--- config.mk ---
export PLATFORM = sky130hd
export DESIGN_NAME = apb_exe_cmd_master_flat
export DESIGN_NICKNAME = d
export VERILOG_FILES = /design/src/rtl/exe_apb_pkg.sv /design/src/rtl/apb_exe_cmd_master_if.sv /design/src/rtl/apb_xfer_engine.sv /design/src/rtl/apb_exe_cmd_master.sv /design/src/flat_wrapper.sv
export SDC_FILE = /design/constraint.sdc
export NUM_CORES = 1
export LEC_CHECK = 0
export ABC_AREA = 0
export BUFFER_PORTS_ARGS = -buffer_cell sky130_fd_sc_hd__buf_2
export CORE_MARGIN = 1.5
export CORE_UTILIZATION = 47
export DETAILED_ROUTE_END_ITERATION = 7
export HOLD_SLACK_MARGIN = 0.12
export PLACE_DENSITY = 0.78
export SYNTH_ARGS = -nofsm -noshare
export SYNTH_HDL_FRONTEND = slang
export SYNTH_SLANG_ARGS = --single-unit
--- constraint.sdc ---
create_clock -name i_PCLK -period 2.5 [get_ports i_PCLK]
set_input_delay 0.375 -clock i_PCLK [delete_from_list [all_inputs] [get_ports i_PCLK]]
set_output_delay 0.375 -clock i_PCLK [all_outputs]
set_load 0.02 [all_outputs]
--- src/rtl/exe_apb_pkg.sv ---
// exe_apb_pkg: slave register map, status width, step encoding, FSM states and step-to-address helper
package exe_apb_pkg;
  localparam logic [1:0] ADDR_OPER   = 2'd0;
  localparam logic [1:0] ADDR_ARGA   = 2'd1;
  localparam logic [1:0] ADDR_ARGB   = 2'd2;
  localparam logic [1:0] ADDR_RESULT = 2'd0;
  localparam logic [1:0] ADDR_STATUS = 2'd1;
  localparam int STATUS_W = 4;
  localparam int STEP_W   = 3;
  typedef enum logic [2:0] {S_IDLE, S_SETUP, S_ACCESS, S_EXE_WAIT, S_RSP} state_t;
  function automatic logic [1:0] step_addr(input logic [STEP_W-1:0] step);
    return step == 3'd0 ? ADDR_OPER : step == 3'd1 ? ADDR_ARGA : step == 3'd2 ? ADDR_ARGB :
           step == 3'd3 ? ADDR_RESULT : ADDR_STATUS;
  endfunction
endpackage

--- src/rtl/apb_exe_cmd_master_if.sv ---
// apb_exe_cmd_master_if: APB bus between the command master and the execution-unit slave
//   master modport drives PADDR/PSEL/PENABLE/PWRITE/PWDATA, samples PRDATA/PREADY/PSLVERR
//   slave modport is the mirror image
interface apb_exe_cmd_master_if #(
  parameter int DATA_WIDTH = 48,
  parameter int ADDR_WIDTH = 16
);
  logic [ADDR_WIDTH-1:0] PADDR;
  logic                  PSEL;
  logic                  PENABLE;
  logic                  PWRITE;
  logic [DATA_WIDTH-1:0] PWDATA;
  logic [DATA_WIDTH-1:0] PRDATA;
  logic                  PREADY;
  logic                  PSLVERR;
  modport master (output PADDR, PSEL, PENABLE, PWRITE, PWDATA, input PRDATA, PREADY, PSLVERR);
  modport slave  (input PADDR, PSEL, PENABLE, PWRITE, PWDATA, output PRDATA, PREADY, PSLVERR);
endinterface

--- src/rtl/apb_xfer_engine.sv ---
// apb_xfer_engine: one APB SETUP/ACCESS transfer per i_start, back-to-back capable, registered bus outputs
//   i_PCLK, i_PRESETn (async, active-low)
//   i_start/i_addr/i_write/i_wdata : launch a transfer (only while idle or in the completing cycle)
//   o_done : ACCESS completes this cycle; o_err : completion is a slave error or timeout
//   o_rdata : PRDATA pass-through; bus : APB master modport
//   Optional APB_EXE_MASTER_TIMEOUT_EN aborts an ACCESS phase after TIMEOUT_CYCLES cycles without PREADY
module apb_xfer_engine
  import exe_apb_pkg::*;
#(
  parameter int DATA_WIDTH     = 48,
  parameter int ADDR_WIDTH     = 16,
  parameter int TIMEOUT_CYCLES = 64
) (
  input  logic                  i_PCLK,
  input  logic                  i_PRESETn,
  input  logic                  i_start,
  input  logic [ADDR_WIDTH-1:0] i_addr,
  input  logic                  i_write,
  input  logic [DATA_WIDTH-1:0] i_wdata,
  output logic                  o_done,
  output logic                  o_err,
  output logic [DATA_WIDTH-1:0] o_rdata,
  apb_exe_cmd_master_if.master  bus
);
  logic                  r_psel;
  logic                  r_penable;
  logic                  r_pwrite;
  logic [ADDR_WIDTH-1:0] r_paddr;
  logic [DATA_WIDTH-1:0] r_pwdata;
  logic                  w_tmo;
`ifdef APB_EXE_MASTER_TIMEOUT_EN
  localparam int CNT_W = $clog2(TIMEOUT_CYCLES + 1);
  logic [CNT_W-1:0] r_cnt;
  // r_cnt counts ACCESS cycles already spent waiting; firing on the last allowed one drops PSEL next edge
  assign w_tmo = r_penable && !bus.PREADY && r_cnt == CNT_W'(TIMEOUT_CYCLES - 1);
  always_ff @(posedge i_PCLK or negedge i_PRESETn)
    if (!i_PRESETn) r_cnt <= '0;
    else r_cnt <= (r_penable && !o_done) ? r_cnt + 1'b1 : '0;
`else
  assign w_tmo = 1'b0;
`endif
  assign o_done  = r_penable && (bus.PREADY || w_tmo);
  assign o_err   = r_penable && ((bus.PREADY && bus.PSLVERR) || w_tmo);
  assign o_rdata = bus.PRDATA;
  assign bus.PSEL    = r_psel;
  assign bus.PENABLE = r_penable;
  assign bus.PWRITE  = r_pwrite;
  assign bus.PADDR   = r_paddr;
  assign bus.PWDATA  = r_pwdata;
  always_ff @(posedge i_PCLK or negedge i_PRESETn)
    if (!i_PRESETn) begin
      r_psel    <= 1'b0;
      r_penable <= 1'b0;
      r_pwrite  <= 1'b0;
      r_paddr   <= '0;
      r_pwdata  <= '0;
    end else begin
      r_psel    <= i_start || (r_psel && !o_done);
      r_penable <= !i_start && r_psel && !o_done;
      r_pwrite  <= i_start ? i_write : r_pwrite && !o_done;
      r_paddr   <= i_start ? i_addr : o_done ? '0 : r_paddr;
      r_pwdata  <= i_start ? (i_write ? i_wdata : '0) : o_done ? '0 : r_pwdata;
    end
endmodule

--- src/rtl/apb_exe_cmd_master.sv ---
// apb_exe_cmd_master: takes one (oper, argA, argB) command, writes it to the execution-unit slave, waits, reads result/status back
//   i_PCLK, i_PRESETn (async, active-low)
//   i_cmd_valid/o_cmd_ready, i_cmd_oper/i_cmd_argA/i_cmd_argB : command port
//   o_rsp_valid/i_rsp_ready, o_rsp_result/o_rsp_status/o_rsp_err : response port
//   apb : APB master modport
//   Optional APB_EXE_MASTER_TIMEOUT_EN enables the ACCESS-phase timeout in apb_xfer_engine
module apb_exe_cmd_master
  import exe_apb_pkg::*;
#(
  parameter int DATA_WIDTH     = 48,
  parameter int ADDR_WIDTH     = 16,
  parameter int EXE_WAIT       = 2,
  parameter int TIMEOUT_CYCLES = 64
) (
  input  logic                  i_PCLK,
  input  logic                  i_PRESETn,
  input  logic                  i_cmd_valid,
  output logic                  o_cmd_ready,
  input  logic [DATA_WIDTH-1:0] i_cmd_oper,
  input  logic [DATA_WIDTH-1:0] i_cmd_argA,
  input  logic [DATA_WIDTH-1:0] i_cmd_argB,
  output logic                  o_rsp_valid,
  input  logic                  i_rsp_ready,
  output logic [DATA_WIDTH-1:0] o_rsp_result,
  output logic [STATUS_W-1:0]   o_rsp_status,
  output logic                  o_rsp_err,
  apb_exe_cmd_master_if.master  apb
);
  localparam int WAIT_W = EXE_WAIT > 1 ? $clog2(EXE_WAIT) : 1;
  state_t                r_state, w_state_n;
  logic [STEP_W-1:0]     r_step, w_step_n;
  logic [WAIT_W-1:0]     r_wait, w_wait_n;
  logic [DATA_WIDTH-1:0] r_arga, r_argb;
  logic                  r_cmd_ready;
  logic                  r_rsp_valid, w_rsp_valid_n;
  logic [DATA_WIDTH-1:0] r_rsp_result, w_rsp_result_n;
  logic [STATUS_W-1:0]   r_rsp_status, w_rsp_status_n;
  logic                  r_rsp_err, w_rsp_err_n;
  logic                  w_accept, w_start, w_done, w_xerr;
  logic [DATA_WIDTH-1:0] w_rdata, w_wdata;
  assign w_accept = r_state == S_IDLE && i_cmd_valid && r_cmd_ready;
  // step 0 is only launched from IDLE, so oper goes straight from the port into the PWDATA register
  assign w_wdata = w_step_n == 3'd0 ? i_cmd_oper : w_step_n == 3'd1 ? r_arga : r_argb;
  apb_xfer_engine #(
    .DATA_WIDTH(DATA_WIDTH), .ADDR_WIDTH(ADDR_WIDTH), .TIMEOUT_CYCLES(TIMEOUT_CYCLES)
  ) u_xfer (
    .i_PCLK(i_PCLK),
    .i_PRESETn(i_PRESETn),
    .i_start(w_start),
    .i_addr(ADDR_WIDTH'(step_addr(w_step_n))),
    .i_write(w_step_n < 3'd3),
    .i_wdata(w_wdata),
    .o_done(w_done),
    .o_err(w_xerr),
    .o_rdata(w_rdata),
    .bus(apb)
  );
  always_comb begin
    w_state_n      = r_state;
    w_step_n       = r_step;
    w_wait_n       = r_wait;
    w_start        = 1'b0;
    w_rsp_valid_n  = r_rsp_valid;
    w_rsp_result_n = r_rsp_result;
    w_rsp_status_n = r_rsp_status;
    w_rsp_err_n    = r_rsp_err;
    case (r_state)
      S_IDLE:
        if (w_accept) begin
          w_start        = 1'b1;
          w_step_n       = '0;
          w_state_n      = S_SETUP;
          w_rsp_result_n = '0;
          w_rsp_status_n = '0;
          w_rsp_err_n    = 1'b0;
        end
      S_SETUP: w_state_n = S_ACCESS;
      S_ACCESS:
        if (w_done) begin
          if (w_xerr) begin
            w_state_n      = S_RSP;
            w_rsp_valid_n  = 1'b1;
            w_rsp_err_n    = 1'b1;
            w_rsp_result_n = '0;
            w_rsp_status_n = '0;
          end else if (r_step == 3'd2 && EXE_WAIT != 0) begin
            w_state_n = S_EXE_WAIT;
            w_wait_n  = '0;
          end else if (r_step == 3'd4) begin
            w_state_n      = S_RSP;
            w_rsp_valid_n  = 1'b1;
            w_rsp_status_n = w_rdata[STATUS_W-1:0];
          end else begin
            w_start        = 1'b1;
            w_step_n       = r_step + 3'd1;
            w_state_n      = S_SETUP;
            w_rsp_result_n = r_step == 3'd3 ? w_rdata : r_rsp_result;
          end
        end
      S_EXE_WAIT:
        if (r_wait == WAIT_W'(EXE_WAIT - 1)) begin
          w_start   = 1'b1;
          w_step_n  = 3'd3;
          w_state_n = S_SETUP;
        end else w_wait_n = r_wait + 1'b1;
      S_RSP:
        if (i_rsp_ready) begin
          w_rsp_valid_n = 1'b0;
          w_state_n     = S_IDLE;
        end
      default: w_state_n = S_IDLE;
    endcase
  end
  always_ff @(posedge i_PCLK or negedge i_PRESETn)
    if (!i_PRESETn) begin
      r_state      <= S_IDLE;
      r_step       <= '0;
      r_wait       <= '0;
      r_arga       <= '0;
      r_argb       <= '0;
      r_cmd_ready  <= 1'b0;
      r_rsp_valid  <= 1'b0;
      r_rsp_result <= '0;
      r_rsp_status <= '0;
      r_rsp_err    <= 1'b0;
    end else begin
      r_state      <= w_state_n;
      r_step       <= w_step_n;
      r_wait       <= w_wait_n;
      r_cmd_ready  <= w_state_n == S_IDLE;
      r_rsp_valid  <= w_rsp_valid_n;
      r_rsp_result <= w_rsp_result_n;
      r_rsp_status <= w_rsp_status_n;
      r_rsp_err    <= w_rsp_err_n;
      if (w_accept) begin
        r_arga <= i_cmd_argA;
        r_argb <= i_cmd_argB;
      end
    end
  assign o_cmd_ready  = r_cmd_ready;
  assign o_rsp_valid  = r_rsp_valid;
  assign o_rsp_result = r_rsp_result;
  assign o_rsp_status = r_rsp_status;
  assign o_rsp_err    = r_rsp_err;
endmodule

--- src/flat_wrapper.sv ---
// flat-port wrapper written by rule: the top's interface ports become plain ports
module apb_exe_cmd_master_flat import exe_apb_pkg::*;
#(
  parameter int DATA_WIDTH     = 48,
  parameter int ADDR_WIDTH     = 16,
  parameter int EXE_WAIT       = 2,
  parameter int TIMEOUT_CYCLES = 64
)
  (i_PCLK, i_PRESETn, i_cmd_valid, o_cmd_ready, i_cmd_oper, i_cmd_argA, i_cmd_argB, o_rsp_valid, i_rsp_ready, o_rsp_result, o_rsp_status, o_rsp_err, apb_PADDR, apb_PSEL, apb_PENABLE, apb_PWRITE, apb_PWDATA, apb_PRDATA, apb_PREADY, apb_PSLVERR);
  apb_exe_cmd_master_if #(.DATA_WIDTH(DATA_WIDTH), .ADDR_WIDTH(ADDR_WIDTH)) apb_i ();
  input  logic i_PCLK;
  input  logic i_PRESETn;
  input  logic i_cmd_valid;
  output logic o_cmd_ready;
  input  logic [DATA_WIDTH-1:0] i_cmd_oper;
  input  logic [DATA_WIDTH-1:0] i_cmd_argA;
  input  logic [DATA_WIDTH-1:0] i_cmd_argB;
  output logic o_rsp_valid;
  input  logic i_rsp_ready;
  output logic [DATA_WIDTH-1:0] o_rsp_result;
  output logic [STATUS_W-1:0] o_rsp_status;
  output logic o_rsp_err;
  output wire logic [$bits(apb_i.PADDR)-1:0] apb_PADDR;
  output wire logic [$bits(apb_i.PSEL)-1:0] apb_PSEL;
  output wire logic [$bits(apb_i.PENABLE)-1:0] apb_PENABLE;
  output wire logic [$bits(apb_i.PWRITE)-1:0] apb_PWRITE;
  output wire logic [$bits(apb_i.PWDATA)-1:0] apb_PWDATA;
  input wire logic [$bits(apb_i.PRDATA)-1:0] apb_PRDATA;
  input wire logic [$bits(apb_i.PREADY)-1:0] apb_PREADY;
  input wire logic [$bits(apb_i.PSLVERR)-1:0] apb_PSLVERR;
  assign apb_PADDR = apb_i.PADDR;
  assign apb_PSEL = apb_i.PSEL;
  assign apb_PENABLE = apb_i.PENABLE;
  assign apb_PWRITE = apb_i.PWRITE;
  assign apb_PWDATA = apb_i.PWDATA;
  assign apb_i.PRDATA = apb_PRDATA;
  assign apb_i.PREADY = apb_PREADY;
  assign apb_i.PSLVERR = apb_PSLVERR;
  apb_exe_cmd_master #(.DATA_WIDTH(DATA_WIDTH), .ADDR_WIDTH(ADDR_WIDTH), .EXE_WAIT(EXE_WAIT), .TIMEOUT_CYCLES(TIMEOUT_CYCLES)) u_core (.i_PCLK(i_PCLK), .i_PRESETn(i_PRESETn), .i_cmd_valid(i_cmd_valid), .o_cmd_ready(o_cmd_ready), .i_cmd_oper(i_cmd_oper), .i_cmd_argA(i_cmd_argA), .i_cmd_argB(i_cmd_argB), .o_rsp_valid(o_rsp_valid), .i_rsp_ready(i_rsp_ready), .o_rsp_result(o_rsp_result), .o_rsp_status(o_rsp_status), .o_rsp_err(o_rsp_err), .apb(apb_i));
endmodule
==> flow_summary.ini <==
[timing]
layout_setup_ws_ns = 0.0447
slew_headroom_pct = 56.9
fmax_mhz = 407
rsz0062_at_grt = yes
finalMaxSlewViolations = 0
hold_viol = 0
finalCriticalPeriod_ns = 2.46
setup_viol = 0
finalClockSkew_ns = 0.0264
period_share_pct = 98.2
max_slew.worst_pin.slew_ns = 0.646

[placement]
dp_hpwl_um = 22400
portBuffers = 305
dp.cells = 1571
gp_congestion = 0.884
pre_cts_ws_ns = -0.117

[worst_setup_path]
cp.arrival_ns = 2.87
cp_cell_sequence = inv_1 > ha_2 > mux2i_4 > and4_2 > buf_12 > o41ai_1 > nor4_1 > o41ai_2
cp-end-kind = flip-flop
reg2reg_to = u_core.u_xfer.bus.PWDATA[34]
startpoint_type = flip-flop
worstPathRequired_ns = 2.91
slowest_stage = o41ai_1
r2r_setup_slack_ns = 0.04
r2r-start = u_core.r_step[1]
cp_slowest_stage_delay_ns = 0.51
crit_type = reg -> reg
ff2ff_path_depth = 8
crit_fanout = 48

[global_routing]
grtUsageMet1_pct = 39.0
grt_max_degree = 97
grt_pass1_wl_um = 54300
grt_util_all_layers_pct = 30.7
globalRouteOverflowTotal = 0
globalRouteMet2Util_pct = 50.9
grt_util_met3_pct = 6.48
antenna_found_initial = 5
grt.busiest_layer = met2
grt_pass1_vias = 9890

[floorplan]
initial_core_util_pct = 48.2
io_pins = 320
core-area_um2 = 21200
die_w_um = 151
die-height_um = 151
rows = 53
dieArea_um2 = 22700

[logic_synthesis]
ys_seq_elements = 211
synth_flop_cell = dfrtp_1
syn_area_um2 = 10200
async_flop_share_pct = 100
synth_most_common_cell = dfrtp_1
synth_area_leader_cell = dfrtp_1
synth_cell_types = 53
yosysSeqAreaShare_pct = 51.6
synthTopCellsByArea = dfrtp_1 52%, o41ai_1 7.4%, nand2_1 7.4%, nor4_1 5.9%, mux2_2 5.3%
synth_warnings = 0
synth_edf_count = 0
synth_commonest_cells = 211 x dfrtp_1, 202 x nand2_1, 97 x nor4_1, 94 x o21ai_0, 87 x o41ai_1
netlist_instances = 1055
yosysTopAreaCellShare_pct = 51.6
syn_area_per_cell_um2 = 9.70

[cts]
cts_made_buffers = 23
clk_latency_ns = 0.52
clkSinkCount = 211
cts-htree-levels = 1
clk_pin_slew_worst_paths_ns = 0.06
cts_tree = done
cts-root-buf = clkbuf_16
cts_max_path_buffers = 3

[min_path]
hold_depth = 3
worstHoldStart = apb_PRDATA[18]
min_to = u_core.o_rsp_result[18]
hold_path_class = in -> reg

[drt]
first_pass_iters = 7
ant_nets = 0
vias_per_cell = 5.96
num_vias = 10400
drt_wl_total_um = 35900
dr.first_iter.drc_count = 854
drc_errors = 0
avgRoutedWirePerCell_um = 20.5

[power_and_ir_drop]
ir_drop_mv = 0.692
power_leakage_nw = 6.79
power.density_nw_per_um2 = 1310

[layout]
area_growth_pct = 41.8
nNetsFinal = 1654
fin_cells = 1745
layout-drive-gt1-share_pct = 34.4

[job]
drv_cap = 0

[status]
outcome = complete, no violations
==> through the flow <==
stage / util [%] / area [µm²] / power [W] / hold slack (ns) / TNS (ns)
4_1_cts: 67.4 / 14300 / 0.0184 / 0.120 / 0
2_1_floorplan: - / 10300 / 0.0117 / 0.0794 / 0
5_1_grt: 68.4 / 14500 / 0.0201 / 0.130 / -0.329
6_report: 68.4 / 14500 / 0.0190 / 0.125 / 0
3_5_place_dp: 57.8 / 12300 / 0.0147 / 0.416 / -0.654
3_3_place_gp: 57.8 / 12300 / 0.0144 / 0.413 / 0
==> cells in the final DEF, fill, tap and decap left out, types with 23 or more instances in the layout <==
cell type	count
a31oi_1	48
buf_2	304
buf_4	42
clkbuf_16	24
dfrtp_1	211
dlygate4sd3_1	120
inv_1	56
mux2_2	48
nand2_1	202
nor4_1	92
o21ai_0	94
o41ai_1	73
o41ai_2	23
==> cell families after synthesis <==
logic type,synth area share (%)
and+or+nand+nor,15.4
AOI/OAI and AO/OA,18.8
DFF,51.6
buffers and inverters,7.82
muxes,5.89
adders and majority gates,0.489
other,0.0366
==> sequential cells by signal, summed over array words and instances (netlist names) <==
signal                     count
u_core.o_cmd_ready             1
u_core.o_rsp_err               1
u_core.o_rsp_result           48
u_core.o_rsp_status            4
u_core.o_rsp_valid             1
u_core.r_arga                 48
u_core.r_argb                 48
u_core.r_state                 3
u_core.r_step                  3
u_core.r_wait                  1
u_core.u_xfer.bus.PADDR        2
u_core.u_xfer.bus.PENABLE      1
u_core.u_xfer.bus.PSEL         1
u_core.u_xfer.bus.PWDATA      48
u_core.u_xfer.bus.PWRITE       1
==> repair_timing <==
item / in CTS / in global routing
pin swaps: 2 / 3
endpoints found under the setup margin: 17 / 97
buffers inserted: 9 / 1
gates cloned: 0 / 1
gates resized for setup: 2 / 31
hold buffers: 120 / 0
endpoints found under the hold margin: 195 / 0
==> power breakdown <==
group / internal, W / switching, W / total [W]
Sequential: 0.00500 / 0.000882 / 0.00588
Clock: 0.00200 / 0.00138 / 0.00338
Combinational: 0.00386 / 0.00588 / 0.00975
Total: 0.0109 / 0.00814 / 0.0190
==> cell type report <==
type / instances / area, µm²
Fill cell: 1516 / 6710
Clock inverter: 6 / 66.3
Inverter: 57 / 216
Multi-Input combinational cell: 670 / 4470
Antenna cell: 3 / 7.51
Sequential cell: 211 / 5280
Clock buffer: 34 / 687
Tap cell: 275 / 344
Timing Repair Buffer: 489 / 3440
==> routing by layer <==
layer,wire [µm],share of wire [%]
met5,23,0.064
met2,17200,48
met3,3640,10
met1,13500,38
met4,1520,4.2
==> how the worst max path moves through the flow <==
stage / from / cells past startpoint / slack, ns / endpoint
after floorplan: u_core.r_step[0] / 10 / 0.11 / u_core.u_xfer.bus.PWDATA[10]
after global placement: u_core.r_step[0] / 8 / 0.12 / u_core.u_xfer.bus.PWDATA[21]
after detailed placement: u_core.r_step[0] / 8 / -0.12 / u_core.u_xfer.bus.PWDATA[36]
after CTS: u_core.r_step[0] / 9 / 0.003 / u_core.u_xfer.bus.PWDATA[10]
after global routing: u_core.r_step[1] / 8 / -0.30 / u_core.u_xfer.bus.PWDATA[34]
final: u_core.r_step[1] / 8 / 0.04 / u_core.u_xfer.bus.PWDATA[34]
==> worst max-delay path: cells and delay by family (launching register included) <==
family / cells / cell delay, ns
mux: 1 / 0.13
compound gates: 2 / 0.85
fa+ha+maj: 1 / 0.24
flops: 1 / 0.42
buf+inv: 2 / 0.30
simple gates: 2 / 0.40
(Power assumes the default switching activity.)
